**src/rtl/uart_pkg.sv**
```systemverilog
// uart_pkg: state encoding and oversampling/parity constants shared by uart_rx and uart_tx.
package uart_pkg;
    typedef enum logic [2:0] {IDLE, START, DATA, PARITY, STOP} state_t;
    localparam int OVERSAMPLE = 16;
    localparam int SAMPLE_MID = 7;
    localparam logic PARITY_EVEN = 1'b0;
    localparam logic PARITY_ODD = 1'b1;
endpackage

```
**src/rtl/uart_rx_if.sv**
```systemverilog
// uart_rx_if: received-byte stream with valid/ready handshake and per-byte error flags.
interface uart_rx_if;
    logic [7:0] data;
    logic valid;
    logic ready;
    logic parity_err;
    logic frame_err;
    logic overrun;
    modport master(output data, valid, parity_err, frame_err, overrun, input ready);
    modport slave(input data, valid, parity_err, frame_err, overrun, output ready);
endinterface

```
**src/rtl/uart_baud_tick.sv**
```systemverilog
// uart_baud_tick: fractional accumulator producing OVERSAMPLE ticks per bit at the given baud rate.
module uart_baud_tick import uart_pkg::*; #(
    parameter int CLK_FREQ = 25_000_000
) (
    input  logic        clk,
    input  logic        rst,
    input  logic        clear,
    input  logic [31:0] baud,
    output logic        tick
);
    logic [35:0] acc;
    logic [36:0] sum;
    logic        wrap;
    assign sum = {1'b0, acc} + 37'(baud) * 37'(OVERSAMPLE);
    assign wrap = sum >= 37'(CLK_FREQ);
    // acc stays below CLK_FREQ, so dropping sum[36] after the subtract is lossless
    always_ff @(posedge clk or negedge rst) begin
        if (!rst) begin
            acc <= '0;
            tick <= 1'b0;
        end else if (clear) begin
            acc <= '0;
            tick <= 1'b0;
        end else begin
            tick <= wrap;
            acc <= wrap ? 36'(sum - 37'(CLK_FREQ)) : sum[35:0];
        end
    end
endmodule

```
**src/rtl/uart_rx.sv**
```systemverilog
// uart_rx: 16x-oversampled UART receiver (8N1 or 8 data + parity) with valid/ready output.
module uart_rx import uart_pkg::*; #(
    parameter int CLK_FREQ = 25_000_000,
    parameter int OVERSAMPLE = uart_pkg::OVERSAMPLE
) (
    input  logic        clk,
    input  logic        rst,
    input  logic        rx,
    input  logic [31:0] baudrate,
    input  logic        parity_en,
    input  logic        parity_type,
    uart_rx_if.master   out
);
    state_t state, state_n;
    logic [1:0] sync;
    logic rx_s, rx_d, fall, baud_ok, tick, mid, sample, start, cap;
    logic [3:0] tcnt;
    logic [2:0] bidx;
    logic [7:0] data_sh, data;
    logic [31:0] baud_l;
    logic par_en_l, par_type_l, perr;
    logic valid, parity_err, frame_err, overrun;
    assign rx_s = sync[1];
    assign fall = rx_d & ~rx_s;
    assign baud_ok = baudrate != 32'd0 && 36'(baudrate) * 36'(OVERSAMPLE) <= 36'(CLK_FREQ);
    assign mid = tick && tcnt == 4'(SAMPLE_MID);
    assign sample = tick && tcnt == 4'(OVERSAMPLE - 1);
    uart_baud_tick #(.CLK_FREQ(CLK_FREQ)) u_tick (
        .clk(clk),
        .rst(rst),
        .clear(start),
        .baud(baud_l),
        .tick(tick)
    );
    always_comb begin
        state_n = state;
        start = 1'b0;
        cap = 1'b0;
        case (state)
            IDLE: begin
                start = fall && baud_ok;
                state_n = (fall && baud_ok) ? START : IDLE;
            end
            START: state_n = mid ? (rx_s ? IDLE : DATA) : START;
            DATA: state_n = (sample && bidx == 3'd7) ? (par_en_l ? PARITY : STOP) : DATA;
            PARITY: state_n = sample ? STOP : PARITY;
            STOP: begin
                cap = sample;
                state_n = sample ? IDLE : STOP;
            end
            default: state_n = IDLE;
        endcase
    end
    always_ff @(posedge clk or negedge rst) begin
        if (!rst) begin
            state <= IDLE;
            sync <= 2'b11;
            rx_d <= 1'b1;
        end else begin
            state <= state_n;
            sync <= {sync[0], rx};
            rx_d <= rx_s;
        end
    end
    // returning to IDLE at mid-stop leaves half a bit to catch the next start edge
    always_ff @(posedge clk or negedge rst) begin
        if (!rst) begin
            tcnt <= '0;
            bidx <= '0;
            data_sh <= '0;
            baud_l <= '0;
            par_en_l <= 1'b0;
            par_type_l <= 1'b0;
            perr <= 1'b0;
            data <= '0;
            valid <= 1'b0;
            parity_err <= 1'b0;
            frame_err <= 1'b0;
            overrun <= 1'b0;
        end else begin
            if (start) begin
                baud_l <= baudrate;
                par_en_l <= parity_en;
                par_type_l <= parity_type;
                perr <= 1'b0;
                bidx <= '0;
            end
            tcnt <= (start || (state == START && mid)) ? '0 : (state != IDLE && tick) ? tcnt + 4'd1 : tcnt;
            if (state == DATA && sample) begin
                data_sh <= {rx_s, data_sh[7:1]};
                bidx <= bidx + 3'd1;
            end
            if (state == PARITY && sample) perr <= (^data_sh ^ rx_s) != par_type_l;
            overrun <= cap && valid;
            if (valid && out.ready) valid <= 1'b0;
            else if (cap && !valid) begin
                data <= data_sh;
                parity_err <= perr;
                frame_err <= !rx_s;
                valid <= 1'b1;
            end
        end
    end
    assign out.data = data;
    assign out.valid = valid;
    assign out.parity_err = parity_err;
    assign out.frame_err = frame_err;
    assign out.overrun = overrun;
endmodule

```
**src/flat_wrapper.sv**
```systemverilog
// flat-port wrapper written by rule: the top's interface ports become plain ports
module uart_rx_flat import uart_pkg::*;
#(
    parameter int CLK_FREQ = 25_000_000,
    parameter int OVERSAMPLE = uart_pkg::OVERSAMPLE
)
  (clk, rst, rx, baudrate, parity_en, parity_type, out_data, out_valid, out_parity_err, out_frame_err, out_overrun, out_ready);
  uart_rx_if out_i ();
  input  logic clk;
  input  logic rst;
  input  logic rx;
  input  logic [31:0] baudrate;
  input  logic parity_en;
  input  logic parity_type;
  output wire logic [$bits(out_i.data)-1:0] out_data;
  output wire logic [$bits(out_i.valid)-1:0] out_valid;
  output wire logic [$bits(out_i.parity_err)-1:0] out_parity_err;
  output wire logic [$bits(out_i.frame_err)-1:0] out_frame_err;
  output wire logic [$bits(out_i.overrun)-1:0] out_overrun;
  input wire logic [$bits(out_i.ready)-1:0] out_ready;
  assign out_data = out_i.data;
  assign out_valid = out_i.valid;
  assign out_parity_err = out_i.parity_err;
  assign out_frame_err = out_i.frame_err;
  assign out_overrun = out_i.overrun;
  assign out_i.ready = out_ready;
  uart_rx #(.CLK_FREQ(CLK_FREQ), .OVERSAMPLE(OVERSAMPLE)) u_core (.clk(clk), .rst(rst), .rx(rx), .baudrate(baudrate), .parity_en(parity_en), .parity_type(parity_type), .out(out_i));
endmodule
```
**config.mk**
```make
export PLATFORM = sky130hd
export DESIGN_NAME = uart_rx_flat
export DESIGN_NICKNAME = d
export VERILOG_FILES = /design/src/rtl/uart_pkg.sv /design/src/rtl/uart_rx_if.sv /design/src/rtl/uart_baud_tick.sv /design/src/rtl/uart_rx.sv /design/src/flat_wrapper.sv
export SDC_FILE = /design/constraint.sdc
export NUM_CORES = 1
export LEC_CHECK = 0
export ABC_AREA = 0
export BUFFER_PORTS_ARGS = -buffer_cell sky130_fd_sc_hd__buf_2
export CAP_MARGIN = 20
export CORE_MARGIN = 3
export CORE_UTILIZATION = 44
export CTS_BUF_LIST = sky130_fd_sc_hd__clkbuf_8
export CTS_CLUSTER_DIAMETER = 120
export DETAILED_ROUTE_END_ITERATION = 8
export SYNTH_ARGS = -nofsm -noshare
export SYNTH_HDL_FRONTEND = slang
export SYNTH_HIERARCHICAL = 1
export SYNTH_SLANG_ARGS = --single-unit
```
**constraint.sdc**
```tcl
create_clock -name clk -period 6.3 [get_ports clk]
set_clock_uncertainty 0.05 [all_clocks]
set_input_delay 0.315 -clock clk [delete_from_list [all_inputs] [get_ports clk]]
set_output_delay 0.315 -clock clk [all_outputs]
set_load 0.02 [all_outputs]
```
# Word-level counts from Yosys, hierarchy flattened
# Index checks and enable logic that the tools add are counted.
[op_classes]
n_addsub = 4
n_lt_le_gt_ge = 2
n_eq_ne = 8
n_mux = 21
n_bitwise = 4
n_reduce_logical = 24
[ops]
columns = ["operator", "n"]
rows = [
  ["36-bit two-way mux", 2],
  ["36-bit by 36-bit adder with 37-bit output", 1],
  ["37-bit by 25-bit >= comparator with 1-bit output, second input constant", 1],
  ["36-bit by 25-bit <= comparator with 1-bit output, second input constant", 1],
  ["36-bit by 25-bit subtractor with 36-bit output, second input constant", 1],
  ["32-bit nonzero test", 1],
  ["3-bit two-way mux", 7],
  ["3-bit case mux with 5 select lines", 1],
  ["1-bit logical AND", 12],
  ["1-bit two-way mux", 8],
  ["4-bit two-way mux", 2],
  ["2-bit nonzero test", 4],
  ["8-bit parity", 1],
  ["3-bit by 2-bit equality test with 1-bit output, second input constant", 2],
  ["3-bit equality test, second input constant", 2],
  ["4-bit by 1-bit adder with 4-bit output, second input constant", 1],
  ["4-bit by 3-bit equality test with 1-bit output, second input constant", 1],
  ["4-bit equality test, second input constant", 1],
  ["3-bit by 1-bit adder with 3-bit output, second input constant", 1],
  ["3-bit by 1-bit equality test with 1-bit output, second input constant", 1],
  ["3-bit zero test", 1],
  ["3-bit nonzero test", 1],
  ["1-bit zero test", 2],
  ["2-bit two-way mux", 1],
  ["other kinds (6)", 7],
]
[totals]
regBits = 105
in_bits = 38
out_inout_bits = 12
elab_cells = 80

# Longest topological paths before layout
# Gate-level depths: netlist (run 1).
[depth]
ltp_word = 6
mapped_depth = 14
mapped_depth_nobuf = 12

# Hierarchy
# The synthesis (run 1) kept the hierarchy.
[by_module_without_submodules]
columns = ["mod", "instances", "cells_per_inst", "area_each_um2", "seq_area_each_um2"]
rows = [
  ["uart_baud_tick", 1, 545, 4325.4, 825.8],
  ["uart_rx", 1, 220, 2962.8, 1705.4],
]

# Worst setup path after synthesis (run 1)
# No wires, ideal clock.
[synth_path]
path_type = "register -> register"
startpoint = "reg u_core.baud_l[0]"
endpoint = "reg u_core.u_tick.acc[12]"
setup_ns = 0.125
arrival_time_ns = 3.833
required_time_ns = 6.125
setup_slack_ns = 2.292
path_stages_with_launch = 15
n_path_buf = 2
period_less_slack_ns = 4.008
path_cell_list = "dfrtp_1 ha_1 fa_1 a21o_1 a221o_1 a21oi_1 o21ai_1 xnor2_1 nor4_4 nand2_2 o41a_1 buf_4 buf_2 a21oi_1 mux2_2"
[synth_between]
elab_chain_len = 4
word_cells_on_any_way = 5
cone_classes = "add/sub: 2; order compare: 1; mux: 2"
[synth_lines]
columns = ["item", "line_no", "rtl"]
rows = [
  ["start: declaration", "uart_rx.sv:20", "logic [31:0] baud_l;"],
  ["start signal: assignment", "uart_rx.sv:82", "baud_l <= baudrate;"],
  ["36-bit by 36-bit adder with 37-bit output *", "uart_baud_tick.sv:14", "assign sum = {1'b0, acc} + 37'(baud) * 37'(OVERSAMPLE);"],
  ["36-bit by 25-bit subtractor with 36-bit output / 37-bit by 25-bit >= comparator with 1-bit output (equally long branches)", "uart_baud_tick.sv:26, uart_baud_tick.sv:15", ""],
  ["36-bit two-way mux *", "uart_baud_tick.sv:26", "acc <= wrap ? 36'(sum - 37'(CLK_FREQ)) : sum[35:0];"],
  ["36-bit two-way mux *", "uart_baud_tick.sv:21", "end else if (clear) begin"],
  ["end signal: assignment", "uart_baud_tick.sv:26", ""],
  ["end: declaration", "uart_baud_tick.sv:11", "logic [35:0] acc;"],
]
# Every way passes the cells marked *; elsewhere a longest branch is shown, timed or not.
# A chain may end at the register's enable or synchronous reset.

# Worst setup path in the final report (run 1)
[layout_path]
startpoint = "reg u_core.baud_l[0]"
endpoint = "reg u_core.u_tick.acc[33]"
# The elaborated chain is that of the path after synthesis.

==> metrics.log, run 1 <==
INFO  metric ys_seq_elements = 101
INFO  metric drt_first_pass_iters = 5
INFO  metric rsz0062_at_grt = no
INFO  metric numClockSinks = 101
INFO  metric remaining_drc_errors = 0
INFO  metric clk_root_buffer_cell = sky130_fd_sc_hd__clkbuf_8
INFO  metric peakVddDrop = 218 uV
INFO  metric synth-edff-count = 0
INFO  metric routedWlPerCell = 18.6 um
INFO  metric timing.critical_path.cells = ha_1 > fa_1 > a21o_1 > a221o_1 > a21oi_4 > nand3_1 > a2111oi_1 > nor3_1 > nor4_1 > and4_1 > a21oi_1 > mux2_1
INFO  metric globalRouteTotalUtil = 21.6%
INFO  metric min_path_type = input port to flop
INFO  metric async_flop_share = 100%
INFO  metric design.core.area = between 0.015 and 0.02 mm^2
INFO  metric finalMaxSlewViolations = 0
INFO  metric cts_tree = yes
INFO  metric ys.warnings.count = 6
INFO  metric yosys_most_used_dff = sky130_fd_sc_hd__dfrtp_1
INFO  metric syn-mean-instance-area = 9.53 um^2
INFO  metric synth_area_leaders = sky130_fd_sc_hd__dfrtp_1 (34%), sky130_fd_sc_hd__ha_1 (6.4%), sky130_fd_sc_hd__mux2_2 (5.7%)
INFO  metric synthToLayoutAreaGrowth = 8.05%
INFO  metric hp-start = out_ready
INFO  metric yosysTopAreaCell = sky130_fd_sc_hd__dfrtp_1
INFO  metric floorplan.die_area = 0.0181 mm^2
INFO  metric die_h = 135 um
INFO  metric footprint_of_the_multi_input_gates = 0.00451 mm^2
INFO  metric timing.setup.tns = 0 ns
INFO  metric final.fill_count = 1494
INFO  metric port_buffers = 49
INFO  metric synth_nets = 841
INFO  metric numCtsBuffers = 9
INFO  metric worstPathRequired = 6.53 ns
INFO  metric design.portCount = 50
INFO  metric synth_top_area_share = 33.6%
INFO  metric max_slew.worst_pin.slew = 1.12 ns
INFO  metric estimated_wirelength_of_the_detail_placed_design = 14.2 mm
INFO  metric maxClockFrequency = 201 MHz
INFO  metric ff2ff_setup_slack = 1.31 ns
INFO  metric critical_path_class = flop to flop
INFO  metric path_max_fanout = 28
INFO  metric seqCellArea = 0.00253 mm^2
INFO  metric syn_area = 0.00729 mm^2
INFO  metric post_placement_cell_area = 0.00765 mm^2
INFO  metric hold_depth = 2
INFO  metric cap_viol_max_count = 0
INFO  metric powerDensity = 305 mW/mm^2
INFO  metric combinational_group_share_of_total_power = a little under half
INFO  metric timing.max_slew.rel_slack = 25.4%
INFO  metric vias = 6117
INFO  metric worstRegToRegCells = 12
INFO  metric netSwitchingFraction = between 40% and 50%
INFO  metric cp_max_stage_delay = 1.00 ns
INFO  metric crit_path_end_kind = flop
INFO  metric worstSkewPairLatency = ~0.4 ns
INFO  metric fin_crit_sh = 79.1%
INFO  metric floorplan.initialDensity = 45.4%
INFO  metric timing_hold_violations_final = 0
INFO  metric worst_path_max_delay_cell = sky130_fd_sc_hd__and4_1
INFO  metric hold_path_end = u_core/out.valid
INFO  metric die-width = approximately 130 um
INFO  metric seqPwrFrac = 34.9%
INFO  metric row_count = 46
INFO  metric via_per_instance_ratio = 6.02
INFO  metric drt-initial-drc-count = 524
INFO  metric layout.cell_area.non_filler = 0.00788 mm^2
INFO  metric status = completed
INFO  metric cp_top_family = simple AND/OR/NAND/NOR gates
INFO  metric grt_remaining_overflow = 0
INFO  metric internal_portion_of_total_power = 1.39 mW
INFO  metric route.final.wire_length = 18.9 mm
INFO  metric ctsLongestPathBuffers = 2
INFO  metric pin_count_of_the_biggest_net_entering_global_routing = a little under 60
INFO  metric mostFrequentLayoutCells = sky130_fd_sc_hd__dfrtp_1 (98), sky130_fd_sc_hd__nor2_1 (71), sky130_fd_sc_hd__a21oi_1 (62)
INFO  metric grt_first_pass_wirelength = 31.6 mm
INFO  metric timing.critical_path.buf_inv = 0
INFO  metric seq_area_frac_synth = 34.7%
INFO  metric clk_pin_slew = 0.11 ns
INFO  metric timing.rr.end = u_core/u_tick/acc[33]
INFO  metric worst_ep_arrival_time = roughly 5.2 ns
INFO  metric layout_cells_sized_above_1 = 20.0%
INFO  metric insertedDiodeCount = 0
INFO  metric share_clk_of_total_power = 17.7%
INFO  metric route.antenna.remaining_nets = 0
INFO  metric post-layout-total-power = 2.40 mW
INFO  metric period_minus_slack = roughly 5 ns
INFO  metric nets = 871
INFO  metric mostFrequentLayoutCell = sky130_fd_sc_hd__dfrtp_1
INFO  metric grt_pass1_vias = 5947
INFO  metric timing.rr.start = u_core/baud_l[0]
INFO  metric synth_cell_type_count = 88
INFO  metric postLayoutCoreUtil = 49.0%
INFO  metric report.final.setup_viol = 0
INFO  metric gpl.final_weighted_congestion = about 0.90
INFO  metric synthesized_netlist_cell_count = between 700 and 800
INFO  metric antenna_violations_before_repair = 0
INFO  metric clock_tree.htree_level_count = 3
INFO  metric worst_setup_path_start_kind = flop
INFO  metric p_leak = roughly 3.6 nW
INFO  metric p_switching = 1.01 mW
synthesized netlist by cell type, drive strengths merged (6+ instances only):
| library cell | count |
|---|---|
| a211o | 6 |
| a211oi | 12 |
| a21o | 14 |
| a21oi | 65 |
| and2 | 20 |
| and3 | 8 |
| buf | 19 |
| clkbuf | 17 |
| dfrtp | 98 |
| ha | 37 |
| inv | 14 |
| mux2 | 63 |
| mux2i | 8 |
| nand2 | 51 |
| nand2b | 9 |
| nand3 | 14 |
| nand4 | 11 |
| nor2 | 71 |
| nor2b | 16 |
| nor3 | 22 |
| nor4 | 11 |
| o211ai | 10 |
| o21ai | 33 |
| o31ai | 6 |
| or3 | 9 |
| or4 | 6 |
| xnor2 | 21 |
| xor2 | 14 |
layer usage:
metal	global-route usage (%)	part of all wire [%]
met1	31.8	47
met2	32.6	45
met3	4.36	6.3
met4	5.71	1.5
met5	0	0
kinds of logic (layout without fill, tap and decap cells):
logic type                 after synthesis  after routing  synth area share [%]
and+or+nand+nor                        265            265                  19.1
buffers and inverters                   50             85                  3.50
adders and majority gates               38             38                  6.63
AOI/OAI and AO/OA                      205            205                  20.1
xor gates and xnor gates                35             35                  4.21
DFF                                    101            101                  34.7
muxes                                   71             71                  11.8
power groups by stage:
stage	registers, mW	logic, mW	clock network (mW)
finish	0.838	1.14	0.426
global route	0.851	1.27	0.470
CTS	0.837	1.12	0.445
detailed placement	0.851	1.11	0
global placement	0.847	1.08	0
floorplan	0.829	0.882	0
per-stage QoR:
stage               worst slack [ns]  std cells  hold WS (ns)
floorplan                       2.29        765       -0.0306
global placement                1.47        997         0.297
detailed placement              1.37        998         0.299
CTS                             1.36       1016       0.00428
global route                    1.00       1016        0.0177
finish                          1.31       1016        0.0296
how the worst max path moves through the flow:
stage / from / end / slack, ns / cells after the start
finish: u_core/baud_l[0] / u_core/u_tick/acc[33] / 1.31 / 12
detailed placement: u_core/baud_l[0] / u_core/u_tick/acc[33] / 1.37 / 12
CTS: u_core/baud_l[0] / u_core/u_tick/acc[33] / 1.36 / 12
floorplan: u_core/baud_l[0] / u_core/u_tick/acc[12] / 2.29 / 14
global route: u_core/baud_l[0] / u_core/u_tick/acc[26] / 1.00 / 12
global placement: u_core/baud_l[0] / u_core/u_tick/acc[30] / 1.47 / 12
sequential cells by signal, indices dropped and copies added (netlist names), 2 cells and up:
name / cells
u_core/u_tick/acc: 32
u_core/baud_l: 32
u_core/sync: 2
u_core/state: 3
u_core/out.data: 8
u_core/data_sh: 8
u_core/bidx: 3
u_core/tcnt: 4
timing repair:
action,in CTS,in global routing
buffers inserted,0,0
gates resized for setup,0,0
hold buffers,2,0
hold endpoints to repair,55,0
cell type report:
class / count / area share (%)
clock buffers: 9 / 1.57
repair buffers: 55 / 3.88
clock inverters: 7 / 1.00
well taps: 216 / 3.43
flip-flops and latches: 101 / 32.1
inverters: 14 / 0.667
multi-input cells: 614 / 57.3
No activity file was read; power rests on OpenSTA's default activity.
==> run 2: changes to the inputs <==
Clock period 6.3 ns to 4.9 ns, I/O delays scaled along.
==> metrics.log, run 2 (synthesis gave the netlist of run 1 again) <==
INFO  metric status = completed
INFO  metric cts_setup_buffers = 0
INFO  metric critical_path_class = flop to flop
INFO  metric numClockSinks = 101
INFO  metric ctsLongestPathBuffers = 2
INFO  metric floorplan.initialDensity = 45.4%
INFO  metric grt_remaining_overflow = 0
INFO  metric ff2ff_setup_slack = roughly 0.33 ns
INFO  metric design.portCount = 50
INFO  metric cts_tree = yes
INFO  metric peakVddDrop = 226 uV
INFO  metric drt-initial-drc-count = 355
INFO  metric timing.max_slew.rel_slack = a little over two fifths
INFO  metric postCtsResizedCells = 0
INFO  metric final.fill_count = 1496
INFO  metric estimated_wirelength_of_the_detail_placed_design = 14.3 mm
INFO  metric combinational_group_share_of_total_power = 47.0%
INFO  metric routedWlPerCell = around 19 um
INFO  metric seqPwrFrac = 34.6%
INFO  metric hold_slack_final = approximately 0.029 ns
INFO  metric design.core.area = 0.0161 mm^2
INFO  metric crit_path_end_kind = flop
INFO  metric worst_ep_arrival_time = 4.80 ns
INFO  metric vias = 6023
INFO  metric grt_pass1_vias = 5952
INFO  metric rsz0062_at_grt = no
INFO  metric timing.critical_path.cells = ha_1 > fa_1 > a21o_1 > a221o_1 > a21oi_4 > nand3_1 > a2111oi_1 > nor3_1 > nor4_1 > and4_1 > buf_12 > a22oi_1 > mux2_1
INFO  metric mostFrequentLayoutCells = sky130_fd_sc_hd__dfrtp_1 (98), sky130_fd_sc_hd__nor2_1 (71), sky130_fd_sc_hd__a21oi_1 (62)
INFO  metric final_critical_path_setup_slack = 0.333 ns
INFO  metric hold_depth = 2
INFO  metric worstRegToRegCells = 13
INFO  metric port_buffers = 49
INFO  metric max_slew.worst_pin.slew = 0.860 ns
INFO  metric mostFrequentLayoutCell = sky130_fd_sc_hd__dfrtp_1
INFO  metric gpl.final_weighted_congestion = about 0.9
INFO  metric postLayoutCoreUtil = 49.4%
INFO  metric timing.setup.tns = 0 ns
INFO  metric globalRouteTotalUtil = 21.7%
INFO  metric hold_path_end = u_core/par_en_l
INFO  metric grt_first_pass_wirelength = 31.5 mm
INFO  metric timing.rr.start = u_core/baud_l[0]
INFO  metric maxClockFrequency = 219 MHz
INFO  metric pin_count_of_the_biggest_net_entering_global_routing = 66
INFO  metric clock_tree.htree_level_count = 3
INFO  metric antenna_violations_before_repair = 0
INFO  metric worstSkewPairLatency = between 0.3 and 0.4 ns
INFO  metric period_minus_slack = 4.57 ns
INFO  metric worstPathRequired = 5.13 ns
INFO  metric hp-start = parity_en
INFO  metric nets = 876
INFO  metric finalMaxSlewViolations = 0
INFO  metric path_max_fanout = 24
INFO  metric hold_fix_buffer_count_after_cts = 4
INFO  metric timing_hold_violations_final = 0
INFO  metric timing.rr.end = u_core/u_tick/acc[23]
INFO  metric via_per_instance_ratio = 5.90
INFO  metric netSwitchingFraction = a little over two fifths
INFO  metric layout_cells_sized_above_1 = around a fifth
INFO  metric floorplan.die_area = 0.0181 mm^2
INFO  metric row_count = 46
INFO  metric drt_first_pass_iters = 5
INFO  metric cap_viol_max_count = 0
INFO  metric top_regs = u_core/baud_l x32, u_core/u_tick/acc x32
INFO  metric worst_path_max_delay_cell = sky130_fd_sc_hd__a2111oi_1
INFO  metric route.antenna.remaining_nets = 0
INFO  metric die_h = 135 um
INFO  metric die-width = between 100 and 150 um
INFO  metric fin_crit_sh = a little over 90%
INFO  metric route.final.wire_length = 19.0 mm
INFO  metric min_path_type = input port to flop
INFO  metric cp_max_stage_delay = 0.53 ns
INFO  metric share_clk_of_total_power = 18.4%
INFO  metric powerDensity = 393 mW/mm^2
INFO  metric p_leak = about 3.7 nW
INFO  metric synthToLayoutAreaGrowth = 8.91%
INFO  metric remaining_drc_errors = 0
INFO  metric pre_cts_ws = 0.402 ns
INFO  metric insertedDiodeCount = 0
INFO  metric worst_setup_path_start_kind = flop
INFO  metric report.final.setup_viol = 0
INFO  metric p_switching = 1.32 mW
INFO  metric clk_pin_slew = 0.12 ns
INFO  metric clk_root_buffer_cell = sky130_fd_sc_hd__clkbuf_8
INFO  metric numCtsBuffers = 9
INFO  metric internal_portion_of_total_power = around 1.8 mW
run 2: worst max-delay path by stage:
stage	from	endpoint	slack [ns]	cells past startpoint
global route	u_core/baud_l[0]	u_core/u_tick/acc[14]	0.05	13
global placement	u_core/baud_l[0]	u_core/u_tick/acc[14]	0.52	13
detailed placement	u_core/baud_l[0]	u_core/u_tick/acc[14]	0.40	13
floorplan	u_core/baud_l[0]	u_core/u_tick/acc[16]	0.89	14
CTS	u_core/baud_l[0]	u_core/u_tick/acc[14]	0.35	13
finish	u_core/baud_l[0]	u_core/u_tick/acc[23]	0.33	13
run 2: routing by layer:
metal  global-route usage (%)  share of wire [%]  wire, um  up-vias
li1                         -                  -         -     2897
met1                     31.3                 48      9120     2935
met2                     33.9                 46      8650      171
met3                     4.25                5.0       949       20
met4                     4.58                1.3       248        0
met5                        0                  0         0        -
run 2: final cells by class:
cell class	instances	area [um^2]	share of cell area (%)
flip-flops and latches	101	2530	31.9
clock buffers	9	124	1.56
inverters	14	52.6	0.662
well taps	216	270	3.40
clock inverters	7	93.8	1.18
multi-input cells	614	4510	56.9
repair buffers	60	353	4.45
run 2: stage by stage:
stage	instance area (um^2)	power, mW	instances
after global routing	7940	3.35	1021
final	7940	3.12	1021
after CTS	7940	3.13	1021
after global placement	7680	2.49	1001
after detailed placement	7680	2.53	1001
after floorplan	7290	2.20	765
run 2: power groups by stage:
stage                     Combinational, mW  Clock, mW  Sequential, mW
after floorplan                        1.13          0            1.07
after global placement                 1.40          0            1.09
after detailed placement               1.43          0            1.10
after CTS                              1.45      0.600            1.08
after global routing                   1.62      0.628            1.10
final                                  1.47      0.574            1.08
run 2: critical path: cells and delay by family, from the launching register on:
family / cells / cell delay (ns)
AO/OA/AOI/OAI: 5 / 1.52
AND/OR/NAND/NOR: 4 / 1.21
adder cells (fa/ha/maj): 2 / 0.69
flip-flops: 1 / 0.41
multiplexers: 1 / 0.36
buffers and inverters: 1 / 0.21
